### config.mk
export PLATFORM = sky130hd
export DESIGN_NAME = id_ex_stage
export DESIGN_NICKNAME = d
export VERILOG_FILES = /design/src/rtl/id_ex_stage.sv
export SDC_FILE = /design/constraint.sdc
export NUM_CORES = 1
export LEC_CHECK = 0
export CAP_MARGIN = 20
export CELL_PAD_IN_SITES_DETAIL_PLACEMENT = 1
export CELL_PAD_IN_SITES_GLOBAL_PLACEMENT = 1
export CORE_MARGIN = 4
export CORE_UTILIZATION = 25
export CTS_CLUSTER_SIZE = 14
export DETAILED_ROUTE_END_ITERATION = 10
export MAX_ROUTING_LAYER = met4
export PLACE_DENSITY = 0.66
export SYNTH_ARGS = -nofsm -noshare
export SYNTH_HDL_FRONTEND = slang
export SYNTH_SLANG_ARGS = --single-unit
### constraint.sdc
create_clock -name clk -period 1.3 [get_ports clk]
set_input_delay 0.13 -clock clk [delete_from_list [all_inputs] [get_ports clk]]
set_output_delay 0.13 -clock clk [all_outputs]
set_load 0.02 [all_outputs]
### src/rtl/id_ex_stage.sv
// ID/EX pipeline register: decode to ALU op, forward operands, register.
// Holds on stall, bubbles on flush, clears asynchronously on reset.
module id_ex_stage (
  input  logic        clk,
  input  logic        rst_n,
  input  logic        in_valid,
  input  logic        stall,
  input  logic        flush,
  input  logic [6:0]  opcode,
  input  logic [2:0]  funct3,
  input  logic        funct7b5,
  input  logic [4:0]  rs1,
  input  logic [4:0]  rs2,
  input  logic [4:0]  rd,
  input  logic [31:0] rs1_data,
  input  logic [31:0] rs2_data,
  input  logic [31:0] imm,
  input  logic [31:0] pc,
  input  logic        exmem_regwrite,
  input  logic        memwb_regwrite,
  input  logic [4:0]  exmem_rd,
  input  logic [4:0]  memwb_rd,
  input  logic [31:0] exmem_result,
  input  logic [31:0] memwb_result,
  output logic        out_valid,
  output logic [31:0] A,
  output logic [31:0] B,
  output logic [2:0]  ALUControl,
  output logic [31:0] store_data,
  output logic [4:0]  rd_out,
  output logic        regwrite,
  output logic        is_load,
  output logic        is_store,
  output logic        is_branch,
  output logic [2:0]  branch_funct3,
  output logic        illegal
);

  localparam logic [6:0] OP_R     = 7'b0110011;
  localparam logic [6:0] OP_I     = 7'b0010011;
  localparam logic [6:0] OP_LOAD  = 7'b0000011;
  localparam logic [6:0] OP_STORE = 7'b0100011;
  localparam logic [6:0] OP_BR    = 7'b1100011;
  localparam logic [6:0] OP_LUI   = 7'b0110111;
  localparam logic [6:0] OP_AUIPC = 7'b0010111;

  localparam logic [2:0] ALU_ADD = 3'b000;
  localparam logic [2:0] ALU_SUB = 3'b001;
  localparam logic [2:0] ALU_AND = 3'b010;
  localparam logic [2:0] ALU_OR  = 3'b011;
  localparam logic [2:0] ALU_XOR = 3'b100;
  localparam logic [2:0] ALU_SLL = 3'b101;
  localparam logic [2:0] ALU_SRL = 3'b110;
  localparam logic [2:0] ALU_SLT = 3'b111;

  logic        hit1_ex, hit1_wb, hit2_ex, hit2_wb;
  logic [31:0] fwd1, fwd2;
  logic [2:0]  t_alu;
  logic        t_ok;
  logic [2:0]  d_alu;
  logic [31:0] d_a, d_b;
  logic        d_legal, d_writes, d_ld, d_st, d_br;
  logic        op_r, op_i, op_ld, op_st, op_br, op_lui, op_aui;

  assign hit1_ex = exmem_regwrite && (exmem_rd != 5'd0) && (exmem_rd == rs1);
  assign hit1_wb = memwb_regwrite && (memwb_rd != 5'd0) && (memwb_rd == rs1);
  assign hit2_ex = exmem_regwrite && (exmem_rd != 5'd0) && (exmem_rd == rs2);
  assign hit2_wb = memwb_regwrite && (memwb_rd != 5'd0) && (memwb_rd == rs2);

  assign fwd1 = hit1_ex ? exmem_result : hit1_wb ? memwb_result : rs1_data;
  assign fwd2 = hit2_ex ? exmem_result : hit2_wb ? memwb_result : rs2_data;

  assign op_r   = (opcode == OP_R);
  assign op_i   = (opcode == OP_I);
  assign op_ld  = (opcode == OP_LOAD);
  assign op_st  = (opcode == OP_STORE);
  assign op_br  = (opcode == OP_BR);
  assign op_lui = (opcode == OP_LUI);
  assign op_aui = (opcode == OP_AUIPC);

  // Shared funct3 table for register and immediate ALU ops.
  always_comb begin
    t_alu = ALU_ADD;
    t_ok  = 1'b1;
    unique case (funct3)
      3'b000: t_alu = ALU_ADD;
      3'b001: t_alu = ALU_SLL;
      3'b010: t_alu = ALU_SLT;
      3'b011: t_ok  = 1'b0;
      3'b100: t_alu = ALU_XOR;
      3'b101: begin
        t_alu = ALU_SRL;
        t_ok  = !funct7b5;
      end
      3'b110: t_alu = ALU_OR;
      3'b111: t_alu = ALU_AND;
    endcase
  end

  // Opcode decode: ALU op, operand select and class flags.
  always_comb begin
    d_alu    = ALU_ADD;
    d_a      = fwd1;
    d_b      = fwd2;
    d_legal  = 1'b1;
    d_writes = 1'b0;
    d_ld     = 1'b0;
    d_st     = 1'b0;
    d_br     = 1'b0;
    unique case (1'b1)
      op_r: begin
        d_alu    = (funct3 == 3'b000 && funct7b5) ? ALU_SUB : t_alu;
        d_legal  = t_ok;
        d_writes = 1'b1;
      end
      op_i: begin
        d_alu    = t_alu;
        d_legal  = t_ok;
        d_b      = imm;
        d_writes = 1'b1;
      end
      op_ld: begin
        d_b      = imm;
        d_ld     = 1'b1;
        d_writes = 1'b1;
      end
      op_st: begin
        d_b  = imm;
        d_st = 1'b1;
      end
      op_br: begin
        d_alu = ALU_SUB;
        d_br  = 1'b1;
      end
      op_lui: begin
        d_a      = 32'd0;
        d_b      = imm;
        d_writes = 1'b1;
      end
      op_aui: begin
        d_a      = pc;
        d_b      = imm;
        d_writes = 1'b1;
      end
      default: d_legal = 1'b0;
    endcase
    if (!d_legal) begin
      d_alu    = ALU_ADD;
      d_writes = 1'b0;
      d_ld     = 1'b0;
      d_st     = 1'b0;
      d_br     = 1'b0;
    end
  end

  // Pipeline register: reset/flush clear, stall holds, else capture.
  always_ff @(posedge clk or negedge rst_n) begin
    if (!rst_n) begin
      out_valid     <= 1'b0;
      A             <= 32'd0;
      B             <= 32'd0;
      ALUControl    <= ALU_ADD;
      store_data    <= 32'd0;
      rd_out        <= 5'd0;
      regwrite      <= 1'b0;
      is_load       <= 1'b0;
      is_store      <= 1'b0;
      is_branch     <= 1'b0;
      branch_funct3 <= 3'd0;
      illegal       <= 1'b0;
    end else if (flush) begin
      out_valid     <= 1'b0;
      A             <= 32'd0;
      B             <= 32'd0;
      ALUControl    <= ALU_ADD;
      store_data    <= 32'd0;
      rd_out        <= 5'd0;
      regwrite      <= 1'b0;
      is_load       <= 1'b0;
      is_store      <= 1'b0;
      is_branch     <= 1'b0;
      branch_funct3 <= 3'd0;
      illegal       <= 1'b0;
    end else if (!stall) begin
      out_valid     <= in_valid;
      A             <= d_a;
      B             <= d_b;
      ALUControl    <= d_alu;
      store_data    <= fwd2;
      rd_out        <= rd;
      regwrite      <= in_valid && d_writes && (rd != 5'd0);
      is_load       <= in_valid && d_ld;
      is_store      <= in_valid && d_st;
      is_branch     <= in_valid && d_br;
      branch_funct3 <= funct3;
      illegal       <= in_valid && !d_legal;
    end
  end

endmodule

Word-level counts from Yosys, hierarchy flattened:

Cells that the tools add are included.

* register bits: 113
* bits in latches: 0
* memory bits (writable): 0
* ROM bits: 0
* bits of input ports: 235
* output and inout port bits: 113
* memories: 0

* add/sub/neg operators: 0
* $mul: 0
* divide/modulo/power cells: 0
* magnitude comparators: 0
* eq/ne operators: 19
* shift operators: 0
* multiplexer cells: 44
* bitwise logic cells: 0
* reduce and logical (&&, ||, !) cells: 23

Operator list (count)
* 2-to-1 mux 32 bit: 11
* one-hot mux 32 bit (2 select lines): 1
* equality test 7 x 6 -> 1 bit (second input constant): 3
* equality test 5 bit: 4
* 2-to-1 mux 1 bit: 20
* 2-to-1 mux 3 bit: 6
* one-hot mux 3 bit (6 select lines): 1
* nonzero test 5 bit: 3
* OR reduction 5 bit: 3
* equality test 7 x 5 -> 1 bit (second input constant): 2
* logical AND 1 bit: 13
* equality test 3 bit (second input constant): 4
* 2-to-1 mux 5 bit: 2
* one-hot mux 3 bit (3 select lines): 1
* equality test 7 x 2 -> 1 bit (second input constant): 1
* equality test 7 bit (second input constant): 1
* equality test 3 x 2 -> 1 bit (second input constant): 2
* one-hot mux 1 bit (2 select lines): 2
* equality test 3 x 1 -> 1 bit (second input constant): 1
* logical NOT 3 bit: 1
* logical NOT 1 bit: 2
* inequality test 2 x 1 -> 1 bit (second input constant): 1
* OR reduction 2 bit: 1

Logic depth before layout (Yosys ltp):

Gate-level depths: netlist (run 1).

* word-level depth: 8
* gate-level depth with buffers: 8
* gate-level depth less buffers: 5

Worst setup path before layout (run 1):

OpenSTA, ideal clock, no wires.

* path type: input port to flip-flop
* start point: in memwb_rd[1]
* end point: reg B[15]
* arrival time: 1.597 ns
* required time: 1.145 ns
* slack: -0.453 ns
* stages on the path: 7
* buffers on the path: 2
* cells stage by stage: or4_1 o21a_1 buf_6 buf_6 and4_1 o311ai_1 a221oi_2

* longest elaborated chain between the ends: 8
* elaborated cells on any way between the ends: 9
* those cells by class: eq/ne (1); mux (5); reduce/logical (3)

RTL lines
* start: declaration: line 22 `input logic [4:0] memwb_rd,`
* nonzero test 5 bit: line 68 `assign hit2_wb = memwb_regwrite && (memwb_rd != 5'd0) && (memwb_rd == rs2);`
* logical AND 1 bit: line 68
* logical AND 1 bit *: line 68
* 2-to-1 mux 32 bit * (2 in series): line 71 `assign fwd2 = hit2_ex ? exmem_result : hit2_wb ? memwb_result : rs2_data;`
* 2-to-1 mux 32 bit *: line 110 `unique case (1'b1)`
* 2-to-1 mux 32 bit *: line 184 `end else if (!stall) begin`
* 2-to-1 mux 32 bit *: line 171 `end else if (flush) begin`
* end signal: assignment: line 161 `B <= 32'd0;`
* end signal: assignment: line 174 `B <= 32'd0;`
* end signal: assignment: line 187 `B <= d_b;`
* end: declaration: line 27 `output logic [31:0] B,`

Mark *: on every way between the ends. The rest lies on a longest branch, timed or not. The select of a mux whose other input is x is not followed.
A chain may end at the register's enable or synchronous reset.

Final worst setup path (run 1):

* start point: in memwb_rd[3]
* end point: reg A[6]

* longest elaborated chain between the ends: 8
* elaborated cells on any way between the ends: 9
* those cells by class: eq/ne (1); mux (5); reduce/logical (3)

RTL lines
* nonzero test 5 bit: line 66 `assign hit1_wb = memwb_regwrite && (memwb_rd != 5'd0) && (memwb_rd == rs1);`
* logical AND 1 bit: line 66
* logical AND 1 bit *: line 66
* 2-to-1 mux 32 bit * (2 in series): line 70 `assign fwd1 = hit1_ex ? exmem_result : hit1_wb ? memwb_result : rs1_data;`
* one-hot mux 32 bit (2 select lines) *: line 110
* 2-to-1 mux 32 bit *: line 184
* 2-to-1 mux 32 bit *: line 171
* end signal: assignment: line 160 `A <= 32'd0;`
* end signal: assignment: line 173 `A <= 32'd0;`
* end signal: assignment: line 186 `A <= d_a;`
* end: declaration: line 26 `output logic [31:0] A,`

Marked as above.

==> metrics.cfg, run 1 <==
[timing]
holdWs_ns = 0.0255
grt_setup_unrepaired = true
hold_viol = 0
slew_violations = 0
max_slew_margin_pct = 69.0
setup_viol = 98
max_freq_ghz = 0.602
post-route-period-util_pct = 128
worst_pin_slew_ns = 0.466
finalCriticalPeriod_ns = 1.66
timing.final.ws_setup_ns = -0.360
clock_skew_ns = 0

[clock_tree]
cts_max_path_buffers = 2
clock_sinks = 113
tritoncts = yes
htree_num_levels = 4
cts-root-buf = clkbuf_16
clk_latency_ns = 0.42
cts_buffers = 17
clkSlewWorstSetupHoldPaths_ns = 0.06

[grt]
grt_max_degree = 73
grt_pass1_wl_um = 68600
globalRoute.totalOverflow = 0
grt_pass1_vias = 10200
grt_usage_pct = 26.5
antenna_found_initial = 8

[setup_path]
crit_path_frequent_cell = buf_6
r2r_slack_ns = 0.38
required_ns = 1.65
max_stage_delay_ns = 0.52
start_kind = primary input
crit_path_max_fanout = 6
cp_slowest_cell = or4_4
cp_top_family = simple AND/OR/NAND/NOR gates
arrival_ns = 2.01
critPathKind = in2reg
critPathBufInv = 4
worstPathCellList = buf_6 > or4_4 > o21a_4 > buf_6 > and4_4 > buf_6 > buf_12 > mux2i_4 > a32oi_1
cp-end-kind = flip-flop

[routing]
wl_um = 47700
drc = 0
dr.pass1.iters = 4
avgViaCountPerCell = 5.55
drt_iter0_drc = 544
ant_nets = 0
wire_per_inst_um = 27.7
vias = 9555

[logic_synthesis]
synthCells = 853
synth_cell_types = 46
syn_area_mm2 = 0.00798
ys_ff_latch = 113
synth_top_cell_by_area = dfrtp_1
synth_area_leaders = dfrtp_1 (35%), o311ai_1 (6.6%), a21oi_1 (6.4%)
synth_top_area_share_pct = 35.4
postSynthAreaPerCell_um2 = 9.35
syn_nets = 1088
yosys_warnings = 0
synth_seq_area_share_pct = 35.4

[finish]
areaGrowthSynthToFinish_pct = 95.3
fillerInstances = 3342
drive_gt1_share_pct = 35.7
fin_nets = 1537
layout_commonest_cell = clkdlybuf4s50_1
layout_common_cells = clkdlybuf4s50_1 (206), dfrtp_1 (113), buf_4 (97)
final_cells = 1723

[place]
dp_hpwl_um = 32100
place.gp.congestion = 0.835
dpl.cell_count = 1621
io_buffers = 347

[power_and_ir_drop]
power_density_mw_per_mm2 = 844
ir_worst_vdd_v = 0.000902
power_mw = 13.1
leakage_nw = 6.03

[floorplan]
initial_core_util_pct = 25.3
ios = 348
dieArea_mm2 = 0.0348
die_height_um = 187
rows = 65
core_region_area_mm2 = 0.0316
die_x_um = 187

[status]
status = complete, but fails checks
violations = negative setup slack

[min_path]
hold_class = in2reg

[run]
drv_cap = 0

-- power by group --
group	leakage, nW	internal (mW)	total (mW)	switching [mW]
registers	1.50	3.73	3.88	0.154
logic	4.24	2.05	4.21	2.15
clock network	0.285	3.07	5.06	1.99
total	6.03	8.85	13.1	4.30
-- metal layers --
layer | wire length (um) | GRT usage, %
met2 | 22700 | 42.0
met4 | 1290 | 7.51
met5 | 0 | -
met1 | 21000 | 34.7
met3 | 2720 | 5.07
-- worst paths after layout --
kind	start	endpoint	cells past startpoint
max in group asynchronous	rst_n	B[27]$_DFFE_PN0P_	3
setup reg to reg	B[26]$_DFFE_PN0P_	B[26]$_DFFE_PN0P_	2
min in group asynchronous	rst_n	B[13]$_DFFE_PN0P_	2
setup / recovery	memwb_rd[3]	A[6]$_DFFE_PN0P_	9
hold / removal	stall	B[31]$_DFFE_PN0P_	2
hold reg to reg	is_load$_DFFE_PN0P_	is_load$_DFFE_PN0P_	1
-- sequential cells by signal, indices dropped and copies added (netlist names), 3 cells and up --
name           flops
B                 32
store_data        32
ALUControl         3
rd_out             5
A                 32
branch_funct3      3
-- cells in the mapped netlist (all sizes together) --
| library cell | count |
|---|---|
| a211oi | 2 |
| a21oi | 102 |
| a221oi | 33 |
| a22o | 2 |
| a22oi | 2 |
| a31oi | 32 |
| a32o | 3 |
| a32oi | 32 |
| and2 | 1 |
| and3 | 1 |
| and3b | 2 |
| and4 | 34 |
| and4bb | 1 |
| buf | 30 |
| clkbuf | 64 |
| dfrtp | 113 |
| inv | 66 |
| mux2i | 40 |
| nand2 | 69 |
| nand2b | 1 |
| nand3 | 2 |
| nand3b | 34 |
| nand4 | 1 |
| nor2 | 17 |
| nor2b | 34 |
| nor3 | 5 |
| nor4 | 3 |
| o21a | 2 |
| o21ai | 2 |
| o221ai | 32 |
| o311ai | 64 |
| o31ai | 2 |
| or2 | 2 |
| or4 | 1 |
| xnor2 | 7 |
| xor2 | 15 |
-- cell families after synthesis --
| logic type | Yosys count | share of synthesized area, % |
|---|---|---|
| muxes | 40 | 5.02 |
| and+or+nand+nor | 208 | 15.3 |
| xor gates and xnor gates | 22 | 2.42 |
| DFF | 113 | 35.4 |
| buffers and inverters | 160 | 8.52 |
| AOI/OAI and AO/OA | 310 | 33.3 |
-- metrics by stage --
stage | setup WS (ns) | cell area [um^2] | util [%] | setup TNS [ns]
final | -0.360 | 15600 | 49.4 | -27.04
after global routing | -0.390 | 15600 | 49.4 | -30.30
after CTS | -0.363 | 15000 | 47.7 | -25.42
after detailed placement | -1.10 | 13000 | 41.2 | -101.91
after global placement | -1.08 | 13000 | 41.2 | -99.26
after floorplan | -0.420 | 8250 | - | -36.29
-- worst register-to-register path, stage by stage (launching register included) --
cell      delay [ns]
dfrtp_1         0.43
inv_1           0.08
a221oi_2        0.30
-- cell type report --
type                       instances  area [um^2]  share of cell area (%)
antenna                            6         15.0                  0.0964
timing repair buffer             523         5450                    35.0
clock inverter                    13          161                    1.04
inverter                          66          248                    1.59
tap                              402          503                    3.23
clock buffer                      19          443                    2.84
multi-input combinational        581         5930                    38.1
sequential                       113         2830                    18.1
-- timing repair --
action / CTS / global route
setup endpoints to repair: 216 / 173
setup buffers: 29 / 18
hold endpoints to repair: 95 / 0
pin swaps: 61 / 75
resized for setup: 373 / 164
cloned: 15 / 4
hold buffers: 1 / 0
(Power assumes the default switching activity.)
==> run 2, diff against run 1 <==
--- a/config.mk
+++ b/config.mk
@@ -9,11 +9,11 @@
 export CELL_PAD_IN_SITES_DETAIL_PLACEMENT = 1
 export CELL_PAD_IN_SITES_GLOBAL_PLACEMENT = 1
 export CORE_MARGIN = 4
-export CORE_UTILIZATION = 25
+export CORE_UTILIZATION = 34
 export CTS_CLUSTER_SIZE = 14
 export DETAILED_ROUTE_END_ITERATION = 10
 export MAX_ROUTING_LAYER = met4
-export PLACE_DENSITY = 0.66
+export PLACE_DENSITY = 0.86
 export SYNTH_ARGS = -nofsm -noshare
 export SYNTH_HDL_FRONTEND = slang
 export SYNTH_SLANG_ARGS = --single-unit
==> metrics.cfg, run 2 (same netlist as run 1, synthesis figures left out) <==
[status]
status = complete, but fails checks
violations = negative setup slack

[grt]
grt_usage_pct = 41.5
grt_pass1_vias = 11500
grt_max_degree = 57
globalRoute.totalOverflow = 0
antenna_found_initial = 6
grt_pass1_wl_um = 79000

[routing]
drc = 0
wl_um = 62200
drt_iter0_drc = 1370
avgViaCountPerCell = 6.94
ant_nets = 0
dr.pass1.iters = 8
vias = 11400
wire_per_inst_um = 38.0

[setup_path]
crit_path_max_fanout = 6
worstPathCellList = buf_6 > or4_4 > o21a_4 > buf_6 > and4_4 > buf_12 > buf_16 > mux2i_1 > a32oi_1
arrival_ns = 2.12
required_ns = 1.62
cp_slowest_cell = or4_4
reg2reg_depth = 2
max_stage_delay_ns = 0.53
cp-end-kind = flip-flop
start_kind = primary input
r2r_slack_ns = 0.26
critPathKind = in2reg
crit_path_frequent_cell = buf_6

[clock_tree]
cts_buffers = 17
cts_max_path_buffers = 2
cts-root-buf = clkbuf_16
tritoncts = yes
clock_sinks = 113
clk_latency_ns = 0.44
htree_num_levels = 4
clkSlewWorstSetupHoldPaths_ns = 0.06

[min_path]
hold_class = in2reg
hold_depth = 3

[floorplan]
die_x_um = 161
rows = 55
initial_core_util_pct = 34.9
ios = 348
die_height_um = 161
core_region_area_mm2 = 0.0228
dieArea_mm2 = 0.0260

[run]
drv_cap = 0

[timing]
clock_skew_ns = 0
grt_setup_unrepaired = true
finalCriticalPeriod_ns = 1.81
slew_violations = 0
worst_pin_slew_ns = 0.620
post-route-period-util_pct = 139
timing.final.ws_setup_ns = -0.508
setup_viol = 114
max_freq_ghz = 0.553
max_slew_margin_pct = 58.7
hold_viol = 0

[finish]
fillerInstances = 2298
final_cells = 1638
fin_nets = 1540
final_area_mm2 = 0.0157
top_regs = A (32), B (32), store_data (32)
multi_input_area_mm2 = 0.00604
areaGrowthSynthToFinish_pct = 96.7
layout_commonest_cell = clkdlybuf4s50_1
layout_common_cells = clkdlybuf4s50_1 (201), dfrtp_1 (112), a21oi_1 (88)
seqCellArea_mm2 = 0.00283
drive_gt1_share_pct = 39.3

[power_and_ir_drop]
power_density_mw_per_mm2 = 889
ir_worst_vdd_v = 0.000947
leakage_nw = 6.16

[place]
place.gp.congestion = 0.965
io_buffers = 347
place_area_mm2 = 0.0129
dp_hpwl_um = 31900
dpl.cell_count = 1523

[run 2: cell count changes in the layout (fill, tap and decap cells not counted), sizes merged, moves of 5 or more]
cell,previous run,this run
dlymetal6s2s,1,6
dlygate4sd2,30,15
buf,186,193
clkbuf,59,78
clkdlybuf4s15,59,52
clkdlybuf4s50,206,201
[run 2: metal layers]
layer / vias up / track usage (%) / share of wire, %
met2: 1143 / 67.3 / 45
met1: 5555 / 46.7 / 34
met4: 0 / 25.1 / 9.8
met3: 457 / 9.62 / 11
met5: - / - / 0
li1: 4213 / - / -
[run 2: layout make-up]
cell class,count,share of cell area [%]
antenna,7,0.112
clock buffer,21,3.06
clock inverter,11,0.973
inverter,66,1.58
multi-input combinational,581,38.5
sequential,113,18.0
tap,313,2.50
timing repair buffer,526,35.3
[run 2: final timing paths]
path | endpoint | startpoint
max in group asynchronous | store_data[3]$_DFFE_PN0P_ | rst_n
min reg2reg | ALUControl[0]$_DFFE_PN0P_ | ALUControl[0]$_DFFE_PN0P_
max reg2reg | A[9]$_DFFE_PN0P_ | A[9]$_DFFE_PN0P_
max | A[9]$_DFFE_PN0P_ | memwb_rd[2]
min | ALUControl[0]$_DFFE_PN0P_ | flush
min in group asynchronous | B[26]$_DFFE_PN0P_ | rst_n
[run 2: critical path: cells and delay by family]
family / cells / cell delay [ns]
buffers and inverters: 4 / 0.52
AOI/OAI and AO/OA: 2 / 0.63
muxes: 1 / 0.13
and+or+nand+nor: 2 / 0.71
[run 2: where the power goes]
| part | total [mW] | leakage [nW] | switching (mW) | internal [mW] |
|---|---|---|---|---|
| Combinational | 4.67 | 4.36 | 2.54 | 2.14 |
| Clock | 5.36 | 0.302 | 2.12 | 3.23 |
| Sequential | 3.93 | 1.50 | 0.204 | 3.73 |
| Total | 14.0 | 6.16 | 4.86 | 9.09 |
[run 2: what timing repair did]
| item | 4_1_cts | 5_1_grt |
|---|---|---|
| resized for setup | 398 | 218 |
| endpoints found under the hold margin | 113 | 0 |
| hold buffers | 1 | 0 |
| buffers inserted | 38 | 21 |
| pin swaps | 121 | 63 |
| setup endpoints to repair | 216 | 195 |
| gates cloned | 17 | 4 |
[run 2: per-stage QoR]
stage | power [mW] | setup slack [ns] | util (%) | hold WS [ns] | TNS (ns)
after floorplan | 5.36 | -0.420 | - | -0.166 | -36.29
after global placement | 7.36 | -1.17 | 56.3 | 0.0525 | -95.51
after detailed placement | 7.47 | -1.22 | 56.3 | 0.0599 | -101.02
after CTS | 13.1 | -0.332 | 66.0 | 0.109 | -23.39
after global routing | 14.1 | -0.508 | 68.7 | 0.162 | -32.33
final | 14.0 | -0.508 | 68.7 | 0.151 | -31.16
==> run 3, diff against run 2 <==
==> constraint.sdc (replaced) <==
create_clock -name clk -period 2.2 [get_ports clk]
set_input_delay 0.22 -clock clk [delete_from_list [all_inputs] [get_ports clk]]
set_output_delay 0.22 -clock clk [all_outputs]
set_load 0.02 [all_outputs]
==> metrics.cfg, run 3 (same netlist as run 1, synthesis figures left out) <==
[power_and_ir_drop]
ir_worst_vdd_v = 0.000448
power_density_mw_per_mm2 = 563
leakage_nw = 4.80
power_mw = 7.22

[setup_path]
crit_path_max_fanout = 27
r2r_slack_ns = 1.36
arrival_ns = 2.37
required_ns = 2.48
start_kind = primary input
cp-end-kind = flip-flop
critPathKind = in2reg

[timing]
clock_skew_ns = 0
worst_pin_slew_ns = 0.885
finalCriticalPeriod_ns = 2.09
max_slew_margin_pct = 41.0
holdWs_ns = 0.199
hold_viol = 0
tns_ns = 0
post-route-period-util_pct = 94.8
slew_violations = 0
setup_viol = 0
max_freq_ghz = 0.479
grt_setup_unrepaired = false

[floorplan]
dieArea_mm2 = 0.0260
die_x_um = 161
rows = 55
initial_core_util_pct = 34.9
die_height_um = 161
core_region_area_mm2 = 0.0228
ios = 348

[routing]
drt_iter0_drc = 578
met1_length_um = 15200
dr.pass1.iters = 5
vias = 9043
maxUsedRoutingLayer = met4
wl_um = 38800
avgViaCountPerCell = 5.96
drc = 0
wl_met2_um = 19400
wire_per_inst_um = 25.6
dr_wl_met3_um = 2640
ant_nets = 0

[place]
place.gp.congestion = 0.865
io_buffers = 347
dp_hpwl_um = 28400

[clock_tree]
clk_latency_ns = 0.42
cts_buffers = 17
clock_sinks = 113
post_cts_buffers = 0
tritoncts = yes
cts-root-buf = clkbuf_16
clkSlewWorstSetupHoldPaths_ns = 0.06
htree_num_levels = 4
cts_resized = 0
cts_max_path_buffers = 2

[finish]
layout_commonest_cell = clkdlybuf4s50_1
fin_nets = 1423
fillerInstances = 2565
drive_gt1_share_pct = 14.7
top_regs = A (32), B (32), store_data (32)
areaGrowthSynthToFinish_pct = 60.5
layout_common_cells = clkdlybuf4s50_1 (343), dfrtp_1 (113), a21oi_1 (102)

[grt]
globalRoute.totalOverflow = 0
grt_max_degree = 83
grt_usage_pct = 30.0
antenna_found_initial = 3
grt_pass1_wl_um = 58900
grt_pass1_vias = 9933

[status]
status = complete, no violations

[run]
drv_cap = 0

[min_path]
hold_class = in2reg

## run 3: final cells by class
type	instances	area, um^2	share of cell area [%]
repair buffers	410	4170	32.6
well taps	313	392	3.06
inverters	66	248	1.93
flip-flops and latches	113	2830	22.1
clock buffers	23	488	3.81
clock inverters	9	129	1.01
diodes	3	7.51	0.0586
multi-input cells	580	4540	35.5
## run 3: through the flow
step                worst slack (ns)  utilization (%)  instance area [um^2]  instances
floorplan                      0.357                -                  7980        853
global placement              -0.291             53.3                 12200       1481
detailed placement            -0.317             53.3                 12200       1481
CTS                            0.128             56.0                 12800       1514
global route                  0.0520             56.1                 12800       1517
finish                         0.114             56.1                 12800       1517
## run 3: report_power, final
part	total, mW	switching, mW	internal, mW
clock	2.99	1.09	1.90
sequential	2.29	0.0892	2.20
combinational	1.93	0.992	0.943
## run 3: worst paths after layout
path,from,to,cells past startpoint
max,memwb_rd[1],B[24]$_DFFE_PN0P_,7
min,flush,rd_out[4]$_DFFE_PN0P_,2
max reg2reg,A[25]$_DFFE_PN0P_,A[25]$_DFFE_PN0P_,2
min reg2reg,is_load$_DFFE_PN0P_,is_load$_DFFE_PN0P_,1
max in group asynchronous,rst_n,B[4]$_DFFE_PN0P_,3
min in group asynchronous,rst_n,store_data[4]$_DFFE_PN0P_,2
## run 3: metal layers
layer / vias up / track usage, %
li1: 3958 / -
met1: 4537 / 34.6
met2: 446 / 50.2
met3: 102 / 6.51
met4: 0 / 13.6
met5: - / -
## run 3: critical path: stages
cell             delay (ns)
clkdlybuf4s50_1        0.42
or4_1                  0.55
o21a_4                 0.26
buf_12                 0.17
and4_1                 0.20
o311ai_1               0.43
a221oi_2               0.10
## run 3: repair_timing
action,4_1_cts,5_1_grt
hold buffers,1,0
hold endpoints to repair,30,0
endpoints found under the setup margin,0,0
